**src/rtl/aesl_deadlock_pkg.sv**
```systemverilog
// Shared types and helpers for the deadlock monitor: FSM states, child-combining modes
// and the width of a stream index that also encodes "no stream" as N.
package aesl_deadlock_pkg;

  typedef enum logic [1:0] {
    ST_IDLE    = 2'd0,
    ST_SUSPECT = 2'd1,
    ST_BLOCKED = 2'd2
  } state_t;

  localparam int SUB_PARALLEL = 0;
  localparam int SUB_SINGLE   = 1;
  localparam int SUB_NONE     = 2;

  function automatic int idx_width(input int n);
    return $clog2(n + 1);
  endfunction

endpackage

```
**src/rtl/aesl_deadlock_cause_enc.sv**
```systemverilog
// Lowest-set-bit priority encoder; purely combinational.
// Reports N when no bit is set so callers can tell "no stream" from stream 0.
module aesl_deadlock_cause_enc
  import aesl_deadlock_pkg::*;
#(
  parameter int N = 14
) (
  input  logic [N-1:0]               bits,
  output logic [idx_width(N)-1:0]    idx
);

  localparam int IW = idx_width(N);

  always_comb begin
    idx = IW'(N);
    // Walk downwards so the lowest set bit is the last one written.
    for (int i = N - 1; i >= 0; i--) begin
      if (bits[i]) idx = IW'(i);
    end
  end

endmodule

```
**src/rtl/aesl_deadlock_monitor_gen2.sv**
```systemverilog
// Deadlock monitor: raw block condition must persist THRESHOLD cycles before `block` rises;
// reports the lowest masked stalled stream and a saturating stall length.
module aesl_deadlock_monitor_gen2
  import aesl_deadlock_pkg::*;
#(
  parameter int                  NUM_AXIS  = 14,
  parameter logic [NUM_AXIS-1:0] AXIS_MASK = 14'h3FF0,
  parameter int                  NUM_SUB   = 3,
  parameter int                  SUB_MODE  = 0,
  parameter int                  THRESHOLD = 16,
  parameter bit                  STICKY    = 1'b0,
  parameter int                  CNT_W     = 16
) (
  input  logic                          clock,
  input  logic                          reset,
  input  logic [NUM_AXIS-1:0]           axis_block_sigs,
  input  logic [NUM_SUB-1:0]            inst_idle_sigs,
  input  logic [NUM_SUB-1:0]            inst_block_sigs,
  input  logic                          clear,
  output logic                          block,
  output logic                          pending,
  output logic [idx_width(NUM_AXIS)-1:0] blocked_idx,
  output logic [CNT_W-1:0]              blocked_cycles
);

  localparam int IW = idx_width(NUM_AXIS);
  localparam int CW = $clog2(THRESHOLD + 1);

  state_t          state, state_nxt;
  logic [CW-1:0]   cnt, cnt_nxt;
  logic [NUM_AXIS-1:0] axis_masked;
  logic [NUM_SUB-1:0]  act;
  logic            axis_hit, sub_hit, raw;
  logic [IW-1:0]   cause_idx;

  assign axis_masked = axis_block_sigs & AXIS_MASK;
  assign axis_hit    = |axis_masked;
  assign act         = ~inst_idle_sigs;

  always_comb begin
    sub_hit = 1'b0;
    if (SUB_MODE == SUB_PARALLEL)
      sub_hit = (|act) & (&(inst_block_sigs | inst_idle_sigs));
    else if (SUB_MODE == SUB_SINGLE)
      sub_hit = |(inst_block_sigs & act);
  end

  assign raw = axis_hit | sub_hit;

  aesl_deadlock_cause_enc #(.N(NUM_AXIS)) u_cause_enc (
    .bits (axis_masked),
    .idx  (cause_idx)
  );

  always_comb begin
    state_nxt = state;
    cnt_nxt   = cnt;
    if (clear) begin
      state_nxt = ST_IDLE;
      cnt_nxt   = '0;
    end else begin
      case (state)
        ST_IDLE: if (raw) begin
          state_nxt = (THRESHOLD == 1) ? ST_BLOCKED : ST_SUSPECT;
          cnt_nxt   = CW'(1);
        end
        ST_SUSPECT: begin
          if (!raw) begin
            state_nxt = ST_IDLE;
            cnt_nxt   = '0;
          end else if (int'(cnt) + 1 == THRESHOLD) begin
            state_nxt = ST_BLOCKED;
            cnt_nxt   = CW'(THRESHOLD);
          end else begin
            cnt_nxt   = cnt + CW'(1);
          end
        end
        ST_BLOCKED: if (!raw && !STICKY) begin
          state_nxt = ST_IDLE;
          cnt_nxt   = '0;
        end
        default: begin
          state_nxt = ST_IDLE;
          cnt_nxt   = '0;
        end
      endcase
    end
  end

  always_ff @(posedge clock) begin
    if (reset) begin
      state          <= ST_IDLE;
      cnt            <= '0;
      blocked_idx    <= '0;
      blocked_cycles <= '0;
    end else begin
      state <= state_nxt;
      cnt   <= cnt_nxt;
      // Cause is frozen at the entry edge; the count saturates rather than wrapping.
      if (state_nxt == ST_BLOCKED && state != ST_BLOCKED) begin
        blocked_idx    <= cause_idx;
        blocked_cycles <= CNT_W'(1);
      end else if (state_nxt == ST_BLOCKED) begin
        if (blocked_cycles != '1) blocked_cycles <= blocked_cycles + CNT_W'(1);
      end else begin
        blocked_idx    <= '0;
        blocked_cycles <= '0;
      end
    end
  end

  assign block   = (state == ST_BLOCKED);
  assign pending = (state == ST_SUSPECT);

endmodule
```
**config.mk**
```make
export PLATFORM = sky130hd
export DESIGN_NAME = aesl_deadlock_monitor_gen2
export DESIGN_NICKNAME = d
export VERILOG_FILES = /design/src/rtl/aesl_deadlock_pkg.sv /design/src/rtl/aesl_deadlock_cause_enc.sv /design/src/rtl/aesl_deadlock_monitor_gen2.sv
export SDC_FILE = /design/constraint.sdc
export NUM_CORES = 1
export LEC_CHECK = 0
export ABC_AREA = 1
export BUFFER_PORTS_ARGS = -buffer_cell sky130_fd_sc_hd__buf_2
export CAP_MARGIN = 5
export CORE_MARGIN = 5
export CORE_UTILIZATION = 29
export DETAILED_ROUTE_END_ITERATION = 10
export PLACE_DENSITY_LB_ADDON = 0.25
export SLEW_MARGIN = 25
export SYNTH_ARGS = -nofsm -noshare
export SYNTH_HDL_FRONTEND = slang
export SYNTH_SLANG_ARGS = --single-unit
```
**constraint.sdc**
```tcl
create_clock -name clock -period 2.4 [get_ports clock]
set_clock_uncertainty 0.1 [all_clocks]
set_input_delay 0.48 -clock clock [delete_from_list [all_inputs] [get_ports clock]]
set_output_delay 0.48 -clock clock [all_outputs]
set_load 0.01 [all_outputs]
```
* Word-level counts from Yosys, hierarchy flattened *
Index checks and enable logic that the tools add are counted.

storage, ports and cells
  bits in registers = 27
  input bits = 23
  output and inout bits = 22
  logic and storage cells = 57

cells by class
  add/sub/neg operators = 3
  equal/unequal tests = 10
  multiplexer cells = 26
  bitwise logic cells = 5
  reductions and logical operators = 8

operators with widths
  operator                                                                 count
  4-bit 2-to-1 mux                                                         6
  5-bit 2-to-1 mux                                                         4
  16-bit by 1-bit adder with 16-bit output, second input constant          1
  16-bit inequality test, second input constant                            1
  5-bit case mux with 3 select lines                                       1
  2-bit 2-to-1 mux                                                         7
  3-bit 2-to-1 mux                                                         4
  10-bit OR reduction                                                      1
  5-bit by 1-bit adder with 6-bit output, second input constant            1
  6-bit by 5-bit == test with 1-bit output, second input constant          1
  2-bit inequality test, second input constant                             3
  2-bit case mux with 3 select lines                                       1
  3-bit OR reduction                                                       2
  5-bit by 1-bit adder with 5-bit output, second input constant            1
  2-bit == test, second input constant                                     2
  1-bit 2-to-1 mux                                                         3
  3-bit by 1-bit inequality test with 1-bit output, second input constant  1
  3-bit inverter                                                           1
  3-bit bitwise OR                                                         1
  3-bit AND reduction                                                      1
  2-bit by 1-bit == test with 1-bit output, second input constant          1
  2-bit logical NOT                                                        1
  2-bit by 1-bit inequality test with 1-bit output, second input constant  1
  2-bit AND reduction                                                      1
  5 further kinds                                                          5

* Logic depth before layout (Yosys ltp) *
Gate-level depths: netlist (run 1).

  word-level depth = 11
  mapped depth = 11
  depth with buffers taken out = 11

* Hierarchy *
Synthesis (run 1) repeated with hierarchy kept, for this count alone.

second synthesis, totals
  cells, all modules = 249
  area, all modules = 1690.4 sq um

by module, submodules not included
  module                      times used  cells each  area an instance (sq um)  sequential area each (sq um)
  aesl_deadlock_monitor_gen2  1           210         1502.7                    540.5
  aesl_deadlock_cause_enc     1           39          187.7                     0.0

* Worst setup path after synthesis (run 1) *
OpenSTA, ideal clock, no wires.

  kind = input to register
  start point = input axis_block_sigs[9]
  end point = register blocked_cycles[11]
  setup time = 112 ps
  arrival time = 1314 ps
  required time = 2188 ps
  path slack = 874 ps
  stages = 9
  path buffers = 1
  cells stage by stage = nor2_1 -> nand3_1 -> nor2_2 -> nand2_4 -> nand3_4 -> nor2_4 -> inv_4 -> buf_8 -> nor2_2

between the ends
  word-level cells in the longest chain between the ends = 8
  elaborated cells on any way between the ends = 11
  those cells by class = 1 x eq/ne; 5 x mux; 2 x bitwise; 3 x reduce/logical

RTL lines
  element                                                     line                                                                                                  source
  from (decl)                                                 aesl_deadlock_monitor_gen2.sv:16                                                                      input logic [NUM_AXIS-1:0] axis_block_sigs,
  10-bit OR reduction *                                       aesl_deadlock_monitor_gen2.sv:37                                                                      assign axis_hit = |axis_masked;
  1-bit bitwise OR *                                          aesl_deadlock_monitor_gen2.sv:48                                                                      assign raw = axis_hit | sub_hit;
  2-bit 2-to-1 mux, on equally long branches                  aesl_deadlock_monitor_gen2.sv:78, aesl_deadlock_monitor_gen2.sv:63, aesl_deadlock_monitor_gen2.sv:68
  2-bit case mux with 3 select lines *                        aesl_deadlock_monitor_gen2.sv:62                                                                      case (state)
  2-bit 2-to-1 mux *                                          aesl_deadlock_monitor_gen2.sv:58                                                                      if (clear) begin
  2-bit == test *                                             aesl_deadlock_monitor_gen2.sv:100, aesl_deadlock_monitor_gen2.sv:103
  1-bit logical AND / 1-bit inverter (equally long branches)  -
  3-bit OR reduction (no source line) *                       -
  to (signal assigned)                                        aesl_deadlock_monitor_gen2.sv:104                                                                     if (blocked_cycles != '1) blocked_cycles <= blocked_cycles + CNT_W'(1);
  to (decl)                                                   aesl_deadlock_monitor_gen2.sv:23                                                                      output logic [CNT_W-1:0] blocked_cycles

Every way passes the cells marked *; elsewhere a longest branch is shown, timed or not.
A chain may end at the register's enable or synchronous reset.

* Final worst setup path (run 1) *
  start point = register blocked_cycles[0]
  end point = register blocked_cycles[0]

between the ends
  word-level cells in the longest chain between the ends = 4
  elaborated cells on any way between the ends = 6
  those cells by class = 1 x add/sub; 2 x eq/ne; 3 x mux

RTL lines
  element                                   line                               source
  16-bit by 1-bit adder with 16-bit output  aesl_deadlock_monitor_gen2.sv:104
  1-bit 2-to-1 mux                          aesl_deadlock_monitor_gen2.sv:104
  1-bit 2-to-1 mux                          aesl_deadlock_monitor_gen2.sv:103  end else if (state_nxt == ST_BLOCKED) begin
  1-bit 2-to-1 mux                          aesl_deadlock_monitor_gen2.sv:100  if (state_nxt == ST_BLOCKED && state != ST_BLOCKED) begin

Parallel ways exist; a longest one is shown, timed or not. The select of a mux whose other input is x is not followed.

==> flow_summary.yaml, run 1 <==
run_status:
  status: "finished clean"
cts:
  cts_resized: 0
  clk_pin_slew_worst_paths_ns: 0.09
  cts.hold.buffers_added: 0
  cts_sinks: 27
  clockBufferDepth: 2
  cts-root-buf: "clkbuf_8"
  post_cts_buffers: 0
  htreeDepth: 1
  insertion_delay_ns: 0.28
  cts_tree: "yes"
  cts_buffers: 3
worst_hold_path:
  min_path_type: "in -> reg"
  whs_path_depth: 2
final_layout:
  fillerInstances: 603
  design_area_mm2: 0.00198
  fin_nets: 307
  syn_to_final_growth_pct: 19.6
  final_cells: 353
  diodes: 0
  drive_gt1_frac: 0.274
synthesis:
  synth_cell_types: 32
  synth-xor-area-share: 0.0636
  synth_top_family_by_area: "simple AND/OR/NAND/NOR gates"
  ys_ff_latch: 27
  synthArstFlopShare: 0
  synth.area.mux_share: 0
  synth.avg_cell_area_um2: 6.94
  yosys_warnings: 0
  syn_inst: 238
  synth_fp_nets: 263
  synth_adder_area_share: 0.0152
  synth-simple-area-share: 0.439
  synth_area_mm2: 0.00165
  synth_compound_area_frac: 0.0598
  synth_seq_area_share: 0.327
  synthFlopType: "dfxtp_1"
  synth-edff-count: 0
placed_design:
  numPortBuffers: 40
  hpwl_mm: 2.93
  place_inst: 349
  place_area_mm2: 0.00193
  place_congestion: 0.809
sta:
  tightest_slew_ns: 0.328
  max_freq_mhz: 594
  slew_violations: 0
  period_needed_ns: 1.68
  setup_viol: 0
  slew_headroom: 0.781
  rsz0062_at_grt: "no"
  hold_viol: 0
  final.setup.tns_ns: 0
  fin_crit_sh: 0.702
routing:
  drtIter0Drc: 74
  dr.pass1.iters: 4
  wl_mm: 3.58
  wl_per_cell_um: 10.1
  drc_errors: 0
  routed_via_density: 4.36
  vias: 1540
  drtAntennaViolNets: 0
worst_setup_path:
  start_kind: "flop"
  critical_path.max_stage_delay_ns: 0.39
  arrival_ns: 1.76
  cp_max_fo: 6
  r2r_slack_ns: 0.72
  reg2reg_depth: 8
  cpMaxStageDelayCell: "dfxtp_1"
  crit_type: "reg -> reg"
  required_ns: 2.47
  crit_chain: "ha_1, nand2_1, nor3_4, nand4_2, nand2_1, inv_1, nor2_1, nor2_1"
  end_kind: "flop"
die:
  die-area_mm2: 0.00730
  rows: 27
  num_io_pins: 45
  initial_core_util: 0.300
  die_h_um: 85.5
  core_area_mm2: 0.00551
  chipWidth_um: 85.5
global_routing:
  grt_max_degree: 17
  grt_overflow: 0
  grt_first_pass_wirelength_mm: 6.74
  grt_pass1_vias: 1527
  antenna_found_initial: 0
  grtUsageTotal: 0.110
power_and_ir_drop:
  ir_drop_v: 0.000371
  p_per_area_mw_per_mm2: 390
  power.total_uw: 770
  p_leak_nw: 0.905
run:
  maxCapViolCount: 0
[cell type report]
cell class,count,area (um^2),area share
Multi-Input combinational cell,173,955,0.483
Sequential cell,27,541,0.274
Timing Repair Buffer,40,200,0.101
Inverter,37,141,0.0716
Tap cell,72,90.1,0.0456
Clock buffer,3,41.3,0.0209
Clock inverter,1,7.51,0.00380
[worst max-delay path, delay by kind of cell, from the launching register on]
family,cells,cell delay (ns)
flip-flops,1,0.39
AND/OR/NAND/NOR,6,0.82
adder cells (fa/ha/maj),1,0.24
buffers and inverters,1,0.04
[metal layers]
metal / wire length, um / GRT usage / vias to the layer above
li1: - / - / 843
met1: 1650 / 0.138 / 663
met2: 1730 / 0.193 / 32
met3: 179 / 0.0282 / 2
met4: 15 / 0.0158 / 0
met5: 0 / 0 / -
[registers in the layout, indices dropped and copies added, names as in the netlist]
name / cells
blocked_idx: 4
blocked_cycles: 16
cnt: 5
state: 2
[worst paths after layout]
| check | end | from |
|---|---|---|
| setup / recovery | blocked_cycles[0]$_SDFFE_PP0P_ | blocked_cycles[0]$_SDFFE_PP0P_ |
| hold / removal | state[0]$_SDFF_PP0_ | clear |
| hold reg to reg | blocked_idx[1]$_SDFFE_PP0P_ | blocked_idx[1]$_SDFFE_PP0P_ |
| setup reg to reg | blocked_cycles[0]$_SDFFE_PP0P_ | blocked_cycles[0]$_SDFFE_PP0P_ |
[kinds of logic (layout without fill, tap and decap cells)]
family,count (synthesis),count (layout)
buffers and inverters,38,81
flip-flops,27,27
XOR/XNOR,12,12
adder cells (fa/ha/maj),2,2
AND/OR/NAND/NOR,141,141
AO/OA/AOI/OAI,18,18
[power by group]
| part | switching, mW | internal (mW) | leakage [nW] |
|---|---|---|---|
| sequential | 0.00257 | 0.450 | 0.218 |
| combinational | 0.0288 | 0.0216 | 0.665 |
| clock | 0.149 | 0.118 | 0.0217 |
| total | 0.181 | 0.589 | 0.905 |
[per-stage QoR]
step	utilization	hold WS [ns]	worst slack, ns
finish	0.359	0.282	0.715
global route	0.359	0.274	0.526
CTS	0.359	0.277	0.676
detailed placement	0.350	0.349	0.639
global placement	0.350	0.341	0.648
floorplan	-	0.373	0.874
[cells in the mapped netlist (3+ instances only)]
cell,n,area share
nand2_1,54,0.12
nor3_2,4,0.024
inv_2,3,0.0068
xnor2_1,4,0.021
nor3_1,4,0.012
nand3_1,19,0.058
a21oi_1,12,0.036
nand4_1,5,0.019
dfxtp_1,27,0.33
nor2_1,28,0.064
inv_1,33,0.075
xor2_1,8,0.042
nor2_2,13,0.049
[placed cells by master (no fill, tap or decap)]
master      instances
nand2_1            54
buf_2              40
inv_1              33
nor2_1             28
dfxtp_1            27
nand3_1            19
nor2_2             13
a21oi_1            12
xor2_1              8
nand4_1             5
nor3_2              4
nor3_1              4
xnor2_1             4
inv_2               3
clkbuf_8            3
nor2_4              2
nand3b_1            2
nand2_2             2
o21ai_1             2
ha_1                2
a21oi_2             1
or2_2               1
nand3_2             1
nand2_4             1
nand3_4             1
inv_4               1
nor2_8              1
nor3_4              1
o21ai_0             1
nand4_2             1
o31ai_1             1
nor4_1              1
o21a_1              1
clkinvlp_4          1
No activity file was read; power rests on OpenSTA's default activity.
==> run 2, diff against run 1 <==
clock period = 1.8 ns   (was 2.4 ns; I/O delays follow)
==> run 2 against run 1 <==
Effect of this change:
- non-clock buffer count increased by 1
- sequential power grew 33%
- die area is the same
- sequential share of layout area decreased by 0.10 points
- global-route usage fell by 0.27 points
- clock-buffer cell count did not move
==> flow_summary.yaml, run 2 (synthesis results as in run 1) <==
run:
  maxCapViolCount: 0
die:
  chipWidth_um: 85.5
  die_h_um: 85.5
  die-area_mm2: 0.00730
  initial_core_util: 0.300
  num_io_pins: 45
  rows: 27
  core_area_mm2: 0.00551
worst_setup_path:
  required_ns: 1.89
  reg2reg_depth: 7
  rr_endpoint: "blocked_cycles[14]$_SDFFE_PP0P_"
  crit_chain: "ha_1, nand2_1, nor3_4, nand3_1, xnor2_1, nor2_1, nor2_2"
  r2r_start: "blocked_cycles[1]$_SDFFE_PP0P_"
  arrival_ns: 1.72
  critical_path.max_stage_delay_ns: 0.39
  r2r_slack_ns: 0.16
  cpMaxStageDelayCell: "dfxtp_1"
  cp_max_fo: 6
  crit_start: "blocked_cycles[1]$_SDFFE_PP0P_"
  crit_type: "reg -> reg"
  end_kind: "flop"
  start_kind: "flop"
cts:
  cts_resized: 0
  insertion_delay_ns: 0.28
  clockBufferDepth: 2
  clk_pin_slew_worst_paths_ns: 0.11
  cts-root-buf: "clkbuf_8"
  cts_buffers: 3
  cts_sinks: 27
  htreeDepth: 1
  cts_tree: "yes"
global_routing:
  grt_first_pass_wirelength_mm: 6.57
  grt_pass1_vias: 1489
  grtUsageTotal: 0.107
  grt_overflow: 0
  grt_max_degree: 17
  antenna_found_initial: 0
final_layout:
  fin_nets: 308
  final_common_cell: "nand2_1"
  layout_common_cells: "nand2_1, buf_2, inv_1"
  drive_gt1_frac: 0.277
  max_flop_register: "blocked_cycles"
  diodes: 0
  reg.largest.list: "blocked_cycles: 16 flops, cnt: 5 flops, blocked_idx: 4 flops"
  fillerInstances: 606
  syn_to_final_growth_pct: 20.1
  largest_reg_flops: 16
routing:
  routed_via_density: 4.41
  dr.pass1.iters: 4
  drc_errors: 0
  drtAntennaViolNets: 0
  drtIter0Drc: 56
  vias: 1562
  wl_per_cell_um: 10.4
  wl_mm: 3.68
run_status:
  status: "finished clean"
power_and_ir_drop:
  power.total_mw: 1.03
  p_per_area_mw_per_mm2: 520
  ir_drop_v: 0.000420
  p_leak_nw: 0.910
sta:
  fin_crit_sh: 0.908
  tightest_slew_ns: 0.308
  timing.hold.ws_ns: 0.161
  period_needed_ns: 1.64
  slew_headroom: 0.793
  slew_violations: 0
  max_freq_mhz: 612
  hold_viol: 0
  setup_viol: 0
placed_design:
  numPortBuffers: 40
  hpwl_mm: 2.97
  place_congestion: 0.814
worst_hold_path:
  min_path_type: "in -> reg"
  worstHoldStart: "clear"
  whs_path_depth: 2
  holdPathEnd: "state[0]$_SDFF_PP0_"
[run 2: per-stage QoR]
step / instance area (um^2) / worst slack, ns / instances / util / TNS (ns)
floorplan: 1650 / 0.277 / 238 / - / 0
global placement: 1930 / 0.165 / 349 / 0.350 / 0
detailed placement: 1930 / 0.139 / 349 / 0.350 / 0
CTS: 1980 / 0.131 / 353 / 0.359 / 0
global route: 1980 / -0.00558 / 354 / 0.360 / -0.00558
finish: 1980 / 0.165 / 354 / 0.360 / 0
[run 2: routing by layer]
metal | track usage | part of all wire
met1 | 0.133 | 0.43
met2 | 0.184 | 0.50
met4 | 0.0230 | 0.0098
met5 | 0 | 0
met3 | 0.0301 | 0.052
[run 2: critical path: cells and delay by family (launching register included)]
kind | cells | cell delay, ns
simple gates | 5 | 0.68
flops | 1 | 0.39
fa+ha+maj | 1 | 0.22
xor+xnor | 1 | 0.15
[run 2: worst max-delay path by stage]
stage               slack [ns]  cells after the start                               to
floorplan                 0.28                      7  blocked_cycles[14]$_SDFFE_PP0P_
global placement          0.17                      8   blocked_cycles[0]$_SDFFE_PP0P_
detailed placement        0.14                      7  blocked_cycles[14]$_SDFFE_PP0P_
CTS                       0.13                      7  blocked_cycles[14]$_SDFFE_PP0P_
global route            -0.006                      8   blocked_cycles[0]$_SDFFE_PP0P_
finish                    0.16                      7  blocked_cycles[14]$_SDFFE_PP0P_
[run 2: what timing repair did]
action / in CTS / in global routing
hold buffers: 0 / 0
setup buffers: 0 / 1
setup endpoints to repair: 0 / 2
[run 2: power breakdown]
group          internal, mW  leakage (nW)  total (mW)  switching [mW]
Combinational        0.0288         0.671      0.0669          0.0381
Clock                 0.157        0.0217       0.360           0.203
Sequential            0.600         0.218       0.603         0.00365
[run 2: layout make-up]
class	count	area (um^2)	area share
Multi-Input combinational cell	173	955	0.481
Sequential cell	27	541	0.273
Clock buffer	3	41.3	0.0208
Clock inverter	1	7.51	0.00379
Inverter	37	141	0.0713
Tap cell	72	90.1	0.0454
Timing Repair Buffer	41	208	0.105
==> run 3, diff against run 2 <==
clock period = 1.33 ns   (was 1.8 ns; I/O delays follow)
==> run 3 against run 2 <==
Effect of this change:
- the flow now finishes with violations (setup timing)
- clock-buffer cell count is the same
- die area is the same
- critical path depth grew 1
- first-iteration DRC count grew 7.1%
- maximum frequency grew 15%
- non-clock buffer count grew 55
- cell count grew 16%
- cell area grew 41%
- flip-flop and latch count is the same
- worst hold slack lost 0.10 ns
- routed wire length grew 28%
- total power grew 38%
- largest power group unchanged
- highest routed layer unchanged
==> flow_summary.yaml, run 3 (synthesis results as in run 1) <==
final_layout:
  fin_nets: 365
  final_core_util: 0.508
  final_common_cell: "buf_4"
  final_cells: 411
  reg.largest.list: "blocked_cycles: 16 flops, cnt: 5 flops, blocked_idx: 4 flops"
  syn_to_final_growth_pct: 69.3
  max_flop_register: "blocked_cycles"
  drive_gt1_frac: 0.587
  layout_common_cells: "buf_4, nand2_1, buf_2"
  largest_reg_flops: 16
  diodes: 0
worst_setup_path:
  r2r_slack_ns: -0.1
  path_buf_inv: 1
  critical_path.max_stage_delay_ns: 0.37
  cpMaxStageDelayCell: "dfxtp_4"
  cp_max_fo: 4
  arrival_ns: 1.50
  crit_top_cell: "nor2_1"
  required_ns: 1.40
  start_kind: "flop"
  reg2reg_depth: 8
  r2r_start: "blocked_cycles[0]$_SDFFE_PP0P_"
  end_kind: "flop"
  rr_endpoint: "blocked_cycles[0]$_SDFFE_PP0P_"
  critPathTopFamily: "simple AND/OR/NAND/NOR gates"
  crit_type: "reg -> reg"
  crit_chain: "ha_4, nand2_4, nor3_4, nand4_4, nand2_2, inv_2, nor2_1, nor2_1"
placed_design:
  place_inst: 390
  hpwl_mm: 3.22
  place_congestion: 0.785
  numPortBuffers: 40
cts:
  cts_sinks: 27
  cts.hold.buffers_added: 0
  clk_pin_slew_worst_paths_ns: 0.09
  htreeDepth: 1
  cts-root-buf: "clkbuf_8"
  cts_buffers: 3
  insertion_delay_ns: 0.28
  cts_tree: "yes"
  clockBufferDepth: 2
worst_hold_path:
  min_path_type: "in -> reg"
  whs_path_depth: 2
  worstHoldStart: "clear"
  holdPathEnd: "state[0]$_SDFF_PP0_"
sta:
  period_needed_ns: 1.43
  max_freq_mhz: 702
  final.setup.tns_ns: -0.796
  tightest_slew_ns: 0.289
  fin_crit_sh: 1.07
  slew_headroom: 0.807
  slew_violations: 0
  setup_viol: 21
  rsz0062_at_grt: "yes"
  setup_slack_ns: -0.0953
  hold_viol: 0
  timing.hold.ws_ns: 0.0585
die:
  die_h_um: 85.5
  rows: 27
  num_io_pins: 45
  die-area_mm2: 0.00730
  chipWidth_um: 85.5
  initial_core_util: 0.300
  core_area_mm2: 0.00551
routing:
  wl_mm: 4.70
  vias: 1844
  drc_errors: 0
  drtAntennaViolNets: 0
  drtIter0Drc: 60
  wl_per_cell_um: 11.4
  routed_via_density: 4.49
  dr.pass1.iters: 4
global_routing:
  grt_overflow: 0
  grt_pass1_vias: 1730
  top_usage_layer: "met2"
  use_met2: 0.229
  gr-usage-met1: 0.143
  grtUsageTotal: 0.123
  grt_first_pass_wirelength_mm: 7.45
  grt_max_degree: 17
  grtUsageMet3: 0.0301
  antenna_found_initial: 0
power_and_ir_drop:
  comb_power_share: 0.089
  clockPowerShare: 0.352
  power.switching_uw: 354
  p_leak_nw: 1.42
  ir_drop_v: 0.000340
  pwr-share-seq: 0.559
  p_per_area_mw_per_mm2: 509
  power.total_mw: 1.42
  p_sw_frac: 0.248
  p_int_mw: 1.07
run:
  maxCapViolCount: 0
run_status:
  status: "finished with violations"
  violations: "setup timing"
## run 3: cell type report
type,count,area [um^2]
fill,530,2710
timing repair inverter,1,11.3
tap,72,90.1
inverter,37,151
sequential,27,587
clock buffer,3,41.3
clock inverter,1,6.26
timing repair buffer,96,663
multi-input combinational,174,1250
## run 3: power groups by stage
| stage | Clock, mW | Combinational [mW] | Sequential, mW |
|---|---|---|---|
| 2_1_floorplan | 0 | 0.0488 | 0.830 |
| 3_3_place_gp | 0 | 0.108 | 0.830 |
| 3_5_place_dp | 0 | 0.110 | 0.830 |
| 4_1_cts | 0.531 | 0.125 | 0.809 |
| 5_1_grt | 0.553 | 0.142 | 0.798 |
| 6_report | 0.501 | 0.126 | 0.797 |
## run 3: timing repair
| action | 4_1_cts | 5_1_grt |
|---|---|---|
| buffers inserted | 11 | 4 |
| resized for setup | 44 | 57 |
| gates cloned | 1 | 1 |
| pin swaps | 25 | 28 |
| hold endpoints to repair | 0 | 0 |
| endpoints found under the setup margin | 22 | 28 |
## run 3: how the worst max path moves through the flow
stage	startpoint	endpoint	slack, ns	cells after the start
2_1_floorplan	blocked_cycles[1]$_SDFFE_PP0P_	blocked_cycles[14]$_SDFFE_PP0P_	-0.13	7
5_1_grt	blocked_cycles[0]$_SDFFE_PP0P_	blocked_cycles[0]$_SDFFE_PP0P_	-0.18	8
6_report	blocked_cycles[0]$_SDFFE_PP0P_	blocked_cycles[0]$_SDFFE_PP0P_	-0.1	8
4_1_cts	blocked_cycles[0]$_SDFFE_PP0P_	blocked_cycles[14]$_SDFFE_PP0P_	-0.1	7
3_3_place_gp	blocked_cycles[1]$_SDFFE_PP0P_	blocked_cycles[0]$_SDFFE_PP0P_	-0.19	8
3_5_place_dp	blocked_cycles[1]$_SDFFE_PP0P_	blocked_cycles[0]$_SDFFE_PP0P_	-0.23	8
## run 3: metal layers
layer / part of all wire / vias up
li1: - / 958
met1: 0.42 / 851
met2: 0.52 / 33
met3: 0.048 / 2
met4: 0.0040 / 0
met5: 0 / -
## run 3: stage by stage
step | setup WS [ns] | cell area (um^2)
detailed placement | -0.228 | 2270
global route | -0.184 | 2800
floorplan | -0.134 | 1690
CTS | -0.0988 | 2570
finish | -0.0953 | 2800
global placement | -0.193 | 2270
